### src/rtl/cmd_start_scheduler_pkg.sv
// Shared definitions for the command start scheduler: FSM encoding, default widths
// and the busy classification used for the registered BUSY output.
package cmd_start_scheduler_pkg;

  localparam int unsigned PERIOD_WIDTH_DEF = 16;
  localparam int unsigned DEAD_WIDTH_DEF   = 8;
  localparam int unsigned ACK_TIMEOUT_DEF  = 7;
  localparam int unsigned START_CNT_WIDTH  = 16;
  localparam int unsigned LOST_CNT_WIDTH   = 8;

  typedef enum logic [2:0] {
    ST_IDLE      = 3'd0,
    ST_ARMED     = 3'd1,
    ST_ISSUE     = 3'd2,
    ST_WAIT_ACK  = 3'd3,
    ST_WAIT_DONE = 3'd4,
    ST_DEAD      = 3'd5,
    ST_DONE      = 3'd6
  } state_e;

  function automatic logic is_busy(input state_e s);
    return !((s == ST_IDLE) || (s == ST_DONE));
  endfunction

endpackage

### src/rtl/cmd_start_scheduler_trigger_edge_sync.sv
// Two-flop synchroniser for an asynchronous trigger pin followed by a registered
// rising-edge detector; the pulse appears three clocks after the pin edge.
module trigger_edge_sync (
  input  logic clk,
  input  logic rst,
  input  logic async_in,
  output logic pulse
);

  logic meta_q, meta_d;
  logic sync_q, sync_d;
  logic prev_q, prev_d;
  logic pulse_q, pulse_d;

  always_comb begin
    meta_d  = async_in;
    sync_d  = meta_q;
    prev_d  = sync_q;
    pulse_d = sync_q & ~prev_q;
  end

  always_ff @(posedge clk) begin
    if (rst) begin
      meta_q  <= 1'b0;
      sync_q  <= 1'b0;
      prev_q  <= 1'b0;
      pulse_q <= 1'b0;
    end else begin
      meta_q  <= meta_d;
      sync_q  <= sync_d;
      prev_q  <= prev_d;
      pulse_q <= pulse_d;
    end
  end

  assign pulse = pulse_q;

endmodule

### src/rtl/cmd_start_scheduler.sv
// Decides when the command sequencer starts: external trigger or periodic timer,
// ready-line handshake with timeout, programmable dead time, issued/lost counters.
module cmd_start_scheduler
  import cmd_start_scheduler_pkg::*;
#(
  parameter int unsigned PERIOD_WIDTH = PERIOD_WIDTH_DEF,
  parameter int unsigned DEAD_WIDTH   = DEAD_WIDTH_DEF,
  parameter int unsigned ACK_TIMEOUT  = ACK_TIMEOUT_DEF
) (
  input  logic                    CMD_CLK_IN,
  input  logic                    CMD_RST,
  input  logic                    ENABLE,
  input  logic                    CONF_MODE,
  input  logic [PERIOD_WIDTH-1:0] CONF_PERIOD,
  input  logic [15:0]             CONF_COUNT,
  input  logic [DEAD_WIDTH-1:0]   CONF_DEADTIME,
  input  logic                    TRIGGER_IN,
  input  logic                    CMD_READY,
  output logic                    CMD_EXT_START_FLAG,
  output logic                    BUSY,
  output logic                    DONE,
  output logic                    ACK_ERROR,
  output logic [15:0]             START_CNT,
  output logic [7:0]              LOST_CNT
);

  localparam int unsigned ACK_W = $clog2(ACK_TIMEOUT + 1);

  state_e                  state_q, state_d;
  logic                    en_prev_q, en_prev_d;
  logic                    mode_q, mode_d;
  logic [PERIOD_WIDTH-1:0] period_q, period_d;
  logic [15:0]             count_q, count_d;
  logic [DEAD_WIDTH-1:0]   dead_cfg_q, dead_cfg_d;
  logic [PERIOD_WIDTH-1:0] timer_q, timer_d;
  logic [DEAD_WIDTH-1:0]   dead_cnt_q, dead_cnt_d;
  logic [ACK_W-1:0]        ack_cnt_q, ack_cnt_d;
  logic                    flag_q, flag_d;
  logic                    busy_q, busy_d;
  logic                    done_q, done_d;
  logic                    ack_err_q, ack_err_d;
  logic [15:0]             start_cnt_q, start_cnt_d;
  logic [7:0]              lost_cnt_q, lost_cnt_d;

  logic trig_pulse;
  logic en_rise;
  logic timer_run;
  logic req;

  trigger_edge_sync u_trig_sync (
    .clk      (CMD_CLK_IN),
    .rst      (CMD_RST),
    .async_in (TRIGGER_IN),
    .pulse    (trig_pulse)
  );

  always_comb begin
    state_d     = state_q;
    en_prev_d   = ENABLE;
    mode_d      = mode_q;
    period_d    = period_q;
    count_d     = count_q;
    dead_cfg_d  = dead_cfg_q;
    timer_d     = timer_q;
    dead_cnt_d  = dead_cnt_q;
    ack_cnt_d   = ack_cnt_q;
    done_d      = done_q;
    ack_err_d   = ack_err_q;
    start_cnt_d = start_cnt_q;
    lost_cnt_d  = lost_cnt_q;

    en_rise   = ENABLE & ~en_prev_q;
    timer_run = ENABLE & mode_q & (state_q != ST_IDLE);
    req       = mode_q ? (timer_run && (timer_q == '0)) : trig_pulse;

    if (state_q == ST_IDLE) begin
      mode_d     = CONF_MODE;
      period_d   = CONF_PERIOD;
      count_d    = CONF_COUNT;
      dead_cfg_d = CONF_DEADTIME;
    end

    // Reload at period-1 so that a period of N spaces requests exactly N cycles apart.
    if ((state_q == ST_IDLE) && en_rise) begin
      timer_d = (CONF_PERIOD == '0) ? '0 : CONF_PERIOD - 1'b1;
    end else if (timer_run) begin
      if (timer_q == '0) timer_d = (period_q == '0) ? '0 : period_q - 1'b1;
      else               timer_d = timer_q - 1'b1;
    end

    if (req && !((state_q == ST_ARMED) && ENABLE) && (lost_cnt_q != '1)) begin
      lost_cnt_d = lost_cnt_q + 8'd1;
    end

    case (state_q)
      ST_IDLE: begin
        if (en_rise) begin
          state_d     = ST_ARMED;
          start_cnt_d = '0;
          lost_cnt_d  = '0;
          ack_err_d   = 1'b0;
          done_d      = 1'b0;
        end
      end
      ST_ARMED: begin
        if (!ENABLE) begin
          state_d = ST_IDLE;
        end else if (req) begin
          state_d     = ST_ISSUE;
          start_cnt_d = start_cnt_q + 16'd1;
        end
      end
      ST_ISSUE: begin
        state_d   = ST_WAIT_ACK;
        ack_cnt_d = ACK_W'(1);
      end
      ST_WAIT_ACK: begin
        if (!CMD_READY) begin
          state_d = ST_WAIT_DONE;
        end else if (ack_cnt_q >= ACK_W'(ACK_TIMEOUT - 1)) begin
          state_d    = ST_DEAD;
          ack_err_d  = 1'b1;
          dead_cnt_d = dead_cfg_q;
        end else begin
          ack_cnt_d = ack_cnt_q + 1'b1;
        end
      end
      ST_WAIT_DONE: begin
        if (CMD_READY) begin
          state_d    = ST_DEAD;
          dead_cnt_d = dead_cfg_q;
        end
      end
      ST_DEAD: begin
        if (dead_cnt_q == '0) begin
          if ((count_q != '0) && (start_cnt_q == count_q)) begin
            state_d = ST_DONE;
            done_d  = 1'b1;
          end else if (!ENABLE) begin
            state_d = ST_IDLE;
          end else begin
            state_d = ST_ARMED;
          end
        end else begin
          dead_cnt_d = dead_cnt_q - 1'b1;
        end
      end
      ST_DONE: begin
        if (!ENABLE) state_d = ST_IDLE;
      end
      default: state_d = ST_IDLE;
    endcase

    flag_d = (state_d == ST_ISSUE);
    busy_d = is_busy(state_d);
  end

  always_ff @(posedge CMD_CLK_IN) begin
    if (CMD_RST) begin
      state_q     <= ST_IDLE;
      en_prev_q   <= 1'b0;
      mode_q      <= 1'b0;
      period_q    <= '0;
      count_q     <= '0;
      dead_cfg_q  <= '0;
      timer_q     <= '0;
      dead_cnt_q  <= '0;
      ack_cnt_q   <= '0;
      flag_q      <= 1'b0;
      busy_q      <= 1'b0;
      done_q      <= 1'b0;
      ack_err_q   <= 1'b0;
      start_cnt_q <= '0;
      lost_cnt_q  <= '0;
    end else begin
      state_q     <= state_d;
      en_prev_q   <= en_prev_d;
      mode_q      <= mode_d;
      period_q    <= period_d;
      count_q     <= count_d;
      dead_cfg_q  <= dead_cfg_d;
      timer_q     <= timer_d;
      dead_cnt_q  <= dead_cnt_d;
      ack_cnt_q   <= ack_cnt_d;
      flag_q      <= flag_d;
      busy_q      <= busy_d;
      done_q      <= done_d;
      ack_err_q   <= ack_err_d;
      start_cnt_q <= start_cnt_d;
      lost_cnt_q  <= lost_cnt_d;
    end
  end

  assign CMD_EXT_START_FLAG = flag_q;
  assign BUSY               = busy_q;
  assign DONE               = done_q;
  assign ACK_ERROR          = ack_err_q;
  assign START_CNT          = start_cnt_q;
  assign LOST_CNT           = lost_cnt_q;

endmodule
### config.mk
export PLATFORM = sky130hd
export DESIGN_NAME = cmd_start_scheduler
export DESIGN_NICKNAME = d
export VERILOG_FILES = /design/src/rtl/cmd_start_scheduler_pkg.sv /design/src/rtl/cmd_start_scheduler_trigger_edge_sync.sv /design/src/rtl/cmd_start_scheduler.sv
export SDC_FILE = /design/constraint.sdc
export NUM_CORES = 1
export LEC_CHECK = 0
export CAP_MARGIN = 20
export CORE_MARGIN = 3
export CORE_UTILIZATION = 51
export DETAILED_ROUTE_END_ITERATION = 8
export GPL_TIMING_DRIVEN = 0
export PLACE_DENSITY = 0.78
export SYNTH_ARGS = -nofsm -noshare
export SYNTH_HDL_FRONTEND = slang
export SYNTH_SLANG_ARGS = --single-unit
### constraint.sdc
create_clock -name CMD_CLK_IN -period 2.1 [get_ports CMD_CLK_IN]
set_input_delay 0.315 -clock CMD_CLK_IN [delete_from_list [all_inputs] [get_ports CMD_CLK_IN]]
set_output_delay 0.315 -clock CMD_CLK_IN [all_outputs]
set_load 0.005 [all_outputs]
==> impl_metrics.toml <==
[drt]
wl_um = 18500
antenna_left = 0
wl_per_cell_um = 18.5
viasPerCell = 6.11
vias = 6112
dr.pass1.iters = 5
remaining_drc_errors = 0
first_iter_violations = 709

[placement]
placed_area_sq_um = 6750
gp_congestion = 0.987
pre_cts_ws_ns = -0.599
place.port_buffers = 71
dp_hpwl_um = 12900
dp.cells = 956

[worst_setup_path]
worstSetupPathType = "flop to flop"
worstPathRequired_ns = 2.32
crit_buf_inv = 1
r2r_end = "BUSY"
start_kind = "flop"
slowest_stage = "or4b_4"
startpoint = "dead_cnt_q[1]"
arrival_ns = 2.38
cp_max_fo = 3
crit_path_max_incr_delay_ns = 0.48
endpoint_kind = "flop"
crit_family = "simple AND/OR/NAND/NOR gates"
cp_cell_sequence = "inv_2 > ha_4 > or4b_4 > or4_4 > o21a_1 > a31oi_1 > and3_1 > a21oi_1"
crit_cells = 8
r2r-start = "dead_cnt_q[1]"
reg2reg_slack_ns = -0.06
ff2ff_path_depth = 8
endpoint = "BUSY"

[grt]
grt_max_degree = 17
grt_overflow_total = 0
track_usage = 0.276
grt_first_pass_wirelength_um = 28800
grt_pass1_vias = 5815
antenna_found_initial = 0

[timing]
grt_setup_unrepaired = "yes"
fin_skew_ns = 0.00958
fin_crit_sh = 1.03
layout_setup_ws_ns = -0.0650
hold_slack_ns = 0.323
slew_violations = 0
maxClockFrequency_mhz = 462
setup_viol = 5
finalSetupTns_ns = -0.164
period_minus_slack_ns = 2.16
worstMarginPinSlew_ns = 0.796
slew_headroom = 0.464
finalHoldViolations = 0

[cts]
cts_hold_buf = 0
cts_tree = "done"
cts_root_buf = "clkbuf_16"
htreeDepth = 3
clkSinkCount = 104
clk_pin_slew_worst_paths_ns = 0.07
clk-insertion-delay-late_ns = 0.35
cts_made_buffers = 9
clockBufferDepth = 2

[logic_synthesis]
synth_flop_cell = "dfxtp_1"
synth_top_area_share = 0.356
synth_cell_type_count = 64
syn-num-nets = 799
synth_edf_count = 0
synthArstFlopShare = 0
yosys.cell_count.top_type = "nand2_1"
yosysWarningCount = 0
synth.largest_area_cell = "dfxtp_1"
synthTopCellsByCount = "120 x nand2_1, 104 x dfxtp_1, 81 x nor2_1"
yosys-top-cells-area = "dfxtp_1 36%, nand2_1 7.7%, a21oi_1 5.8%, xnor2_1 5.4%, nor2_1 5.2%"
netlist_area_sq_um = 5850
post_synth.cell_area_avg_sq_um = 7.87
postSynthCellCount = 744
seq_area_frac_synth = 0.356
ys_seq_elements = 104

[cells_and_area]
post-route-util = 0.711
area_delta_synth_final_pct = 34.0
antennaDiodeCount = 0
design_area_sq_um = 7840
stdcell_count = 1001
finalNetCount = 912
drive_above_1_share = 0.177

[floorplan]
num_io_pins = 74
die_x_um = 113
core_area_sq_um = 11000
die_h_um = 113
start_util = 0.531
die_area_sq_um = 12800
fp-row-count = 38

[power_and_ir_drop]
power.total_mw = 5.24
p_leak_nw = 2.86
power_density_nw_per_um2 = 668
ir_worst_vdd_mv = 0.548

[run_status]
violations = "negative setup slack"
run_status = "complete, but fails checks"

[job]
cap_violations = 0

[min_path]
hp-class = "input port to flop"
min_path_cells = 2
[power breakdown]
part           switching [mW]  internal, mW  total (mW)
clock                   0.763          1.04        1.80
combinational           0.658         0.558        1.22
sequential              0.145          2.08        2.22
total                    1.57          3.68        5.24
[flip-flops by register name (all words and copies together) (netlist names), 3 cells and up]
register	cells
LOST_CNT	8
START_CNT	16
ack_cnt_q	3
count_q	16
dead_cfg_q	8
dead_cnt_q	8
period_q	16
state_q	3
timer_q	16
[cell type report]
type,instances,area [sq um]
sequential,104,2100
fill,826,3190
multi-input combinational,586,4000
inverter,15,58.8
clock inverter,5,82.6
buffer,37,203
timing repair buffer,104,998
clock buffer,10,229
tap,140,175
[how the worst min path moves through the flow]
stage	start	to	slack (ns)
5_1_grt	ENABLE	en_prev_q	0.33
4_1_cts	ENABLE	en_prev_q	0.31
2_1_floorplan	u_trig_sync.prev_q	u_trig_sync.pulse	0.37
3_3_place_gp	u_trig_sync.prev_q	u_trig_sync.pulse	0.38
3_5_place_dp	u_trig_sync.prev_q	u_trig_sync.pulse	0.40
6_report	ENABLE	en_prev_q	0.32
[per-layer routing]
metal | global-route usage | routed length, um | vias up
met5 | 0 | 0 | -
met4 | 0.105 | 504 | 0
met3 | 0.0487 | 1310 | 54
met2 | 0.457 | 8890 | 290
met1 | 0.358 | 7820 | 2908
li1 | - | - | 2860
[kinds of logic after synthesis]
group | synth area share
muxes | 0.00727
and+or+nand+nor | 0.309
buffers and inverters | 0.0387
AOI/OAI and AO/OA | 0.170
DFF | 0.356
xor gates and xnor gates | 0.100
adders and majority gates | 0.0192
[layout by cell type, fill, tap and decap left out, types with 9 or more instances in the layout]
cell type,synthesis,routed
a21oi_1,68,64
buf_4,3,29
clkbuf_1,29,24
clkbuf_16,0,9
clkdlybuf4s50_1,0,64
dfxtp_1,104,92
dfxtp_2,0,10
inv_1,15,11
nand2_1,120,119
nand3_1,22,18
nand4_1,14,14
nor2_1,81,81
nor3_1,26,14
nor4_1,20,11
nor4_4,4,11
o21ai_0,23,19
xnor2_1,36,36
xor2_1,31,31
[worst reg2reg max path: cells and delay by family, from the launching register on]
kind	cells	cell delay (ns)
simple gates	3	1.10
compound gates	3	0.40
flops	1	0.33
fa+ha+maj	1	0.14
buf+inv	1	0.07
[repair_timing]
action,CTS,global route
buffers inserted,19,11
setup endpoints to repair,51,46
resized for setup,64,70
gates cloned,1,1
endpoints found under the hold margin,0,0
pin swaps,21,25
Note: power is estimated with default switching activity, not from simulation.
==> variant, RTL diff (same settings) <==
Add an input register stage for `CONF_PERIOD`, without a reset; this delays it by one clock. The other inputs are not delayed to match.
--- a/src/rtl/cmd_start_scheduler.sv
+++ b/src/rtl/cmd_start_scheduler.sv
@@ -26,6 +26,12 @@
 
   localparam int unsigned ACK_W = $clog2(ACK_TIMEOUT + 1);
 
+  logic [PERIOD_WIDTH-1:0] CONF_PERIOD_q;
+
+  always_ff @(posedge CMD_CLK_IN) begin
+    CONF_PERIOD_q <= CONF_PERIOD;
+  end
+
   state_e                  state_q, state_d;
   logic                    en_prev_q, en_prev_d;
   logic                    mode_q, mode_d;
@@ -75,14 +81,14 @@
 
     if (state_q == ST_IDLE) begin
       mode_d     = CONF_MODE;
-      period_d   = CONF_PERIOD;
+      period_d   = CONF_PERIOD_q;
       count_d    = CONF_COUNT;
       dead_cfg_d = CONF_DEADTIME;
     end
 
     // Reload at period-1 so that a period of N spaces requests exactly N cycles apart.
     if ((state_q == ST_IDLE) && en_rise) begin
-      timer_d = (CONF_PERIOD == '0) ? '0 : CONF_PERIOD - 1'b1;
+      timer_d = (CONF_PERIOD_q == '0) ? '0 : CONF_PERIOD_q - 1'b1;
     end else if (timer_run) begin
       if (timer_q == '0) timer_d = (period_q == '0) ? '0 : period_q - 1'b1;
       else               timer_d = timer_q - 1'b1;
Formal check against the unedited RTL: not equivalent (Yosys sat finds a counterexample within 4 cycles, from zero or initial values and one cycle with CMD_RST high).
==> variant against the unedited design <==
The run still ends with setup timing left; combinational power is 6% lower; design area rose by 5.9%; non-clock buffer count shrank 2; wire length increased by 1.8%; synthesized area increased by 1.9%; setup slack worse by 0.13 ns; fmax down 5.7%; sequential cell count increased by 16; die area is 1.8% higher; cell count is 1.9% higher; power rose by 34%; critical endpoint is now timer_q[14].
==> variant: results (changes against the unedited design) <==
[status]
status=finished with violations
failed_checks=setup timing

[drt]
drt_iter0_markers=572  ; -19%
drt_wl_total_mm=18.9  ; +1.8%
route.vias.total=6234  ; +2.0%
dr.pass1.iters=6  ; +1

[placement]
portBuffers=72  ; +1.4%
gp_congestion=1.02  ; +3.7%
place_area_um2=6870  ; +1.8%
hpwl_mm=11.9  ; -7.4%

[layout]
fillers=760  ; -8.0%
stdcell_count=1020  ; +1.9%

[sta]
setup_viol=28  ; +23
fin_ws_ns=-0.196  ; -0.132 ns
whs_ns=0.331  ; +0.00780 ns

[setup_path]
cp-endpoint=timer_q[14]
reg2reg_from=CONF_PERIOD_q[9]
cpMaxStageDelayCell=or4_4
crit_path_max_fanout=4  ; +1

[power]
ir_drop_v=0.00114  ; +110%
power_frac_clock=0.469  ; +0.125
p_leak_nw=3.18  ; +11%
swShare=0.261  ; -0.0379

[logic_synthesis]
synthAdderAreaFrac=0.0189  ; -0.000359
synthMuxAreaShare=0.00524  ; -0.00202
synth_compound_area_frac=0.164  ; -0.00547
ys_top_cells_by_count=nand2_1 (122), dfxtp_1 (120), nor2_1 (79)

[global_route]
grt_pass1_vias=6034  ; +3.8%

[worst_hold_path]
hold-path-cell-count=1  ; -1
whs_endpoint=CONF_PERIOD_q[0]
holdCritStartpoint=CONF_PERIOD[0]

[cts]
h-tree-depth=4  ; +1
postCtsSetupBuffers=22  ; +3

-- variant: stage by stage --
step                setup slack (ns)   util
finish                        -0.196  0.747
global route                  -0.239  0.747
global placement              -0.588  0.618
CTS                           -0.252  0.718
floorplan                    -0.0300      -
detailed placement            -0.638  0.618
-- variant: area by class of cell --
class                           count  area, um^2  share of cell area
Multi-Input combinational cell    575        3800               0.457
Sequential cell                   120        2420               0.292
Timing Repair Buffer              108        1050               0.126
Clock buffer                       24         502              0.0604
Tap cell                          140         175              0.0211
Clock inverter                      7         163              0.0196
Buffer                             31         144              0.0173
Inverter                           15        56.3             0.00678
-- variant: per-layer routing --
| layer | vias up | GRT usage | wire length, um |
|---|---|---|---|
| li1 | 2866 | - | - |
| met2 | 364 | 0.462 | 9130 |
| met4 | 0 | 0.121 | 608 |
| met3 | 69 | 0.0698 | 1700 |
| met5 | - | 0 | 0 |
| met1 | 2935 | 0.339 | 7410 |
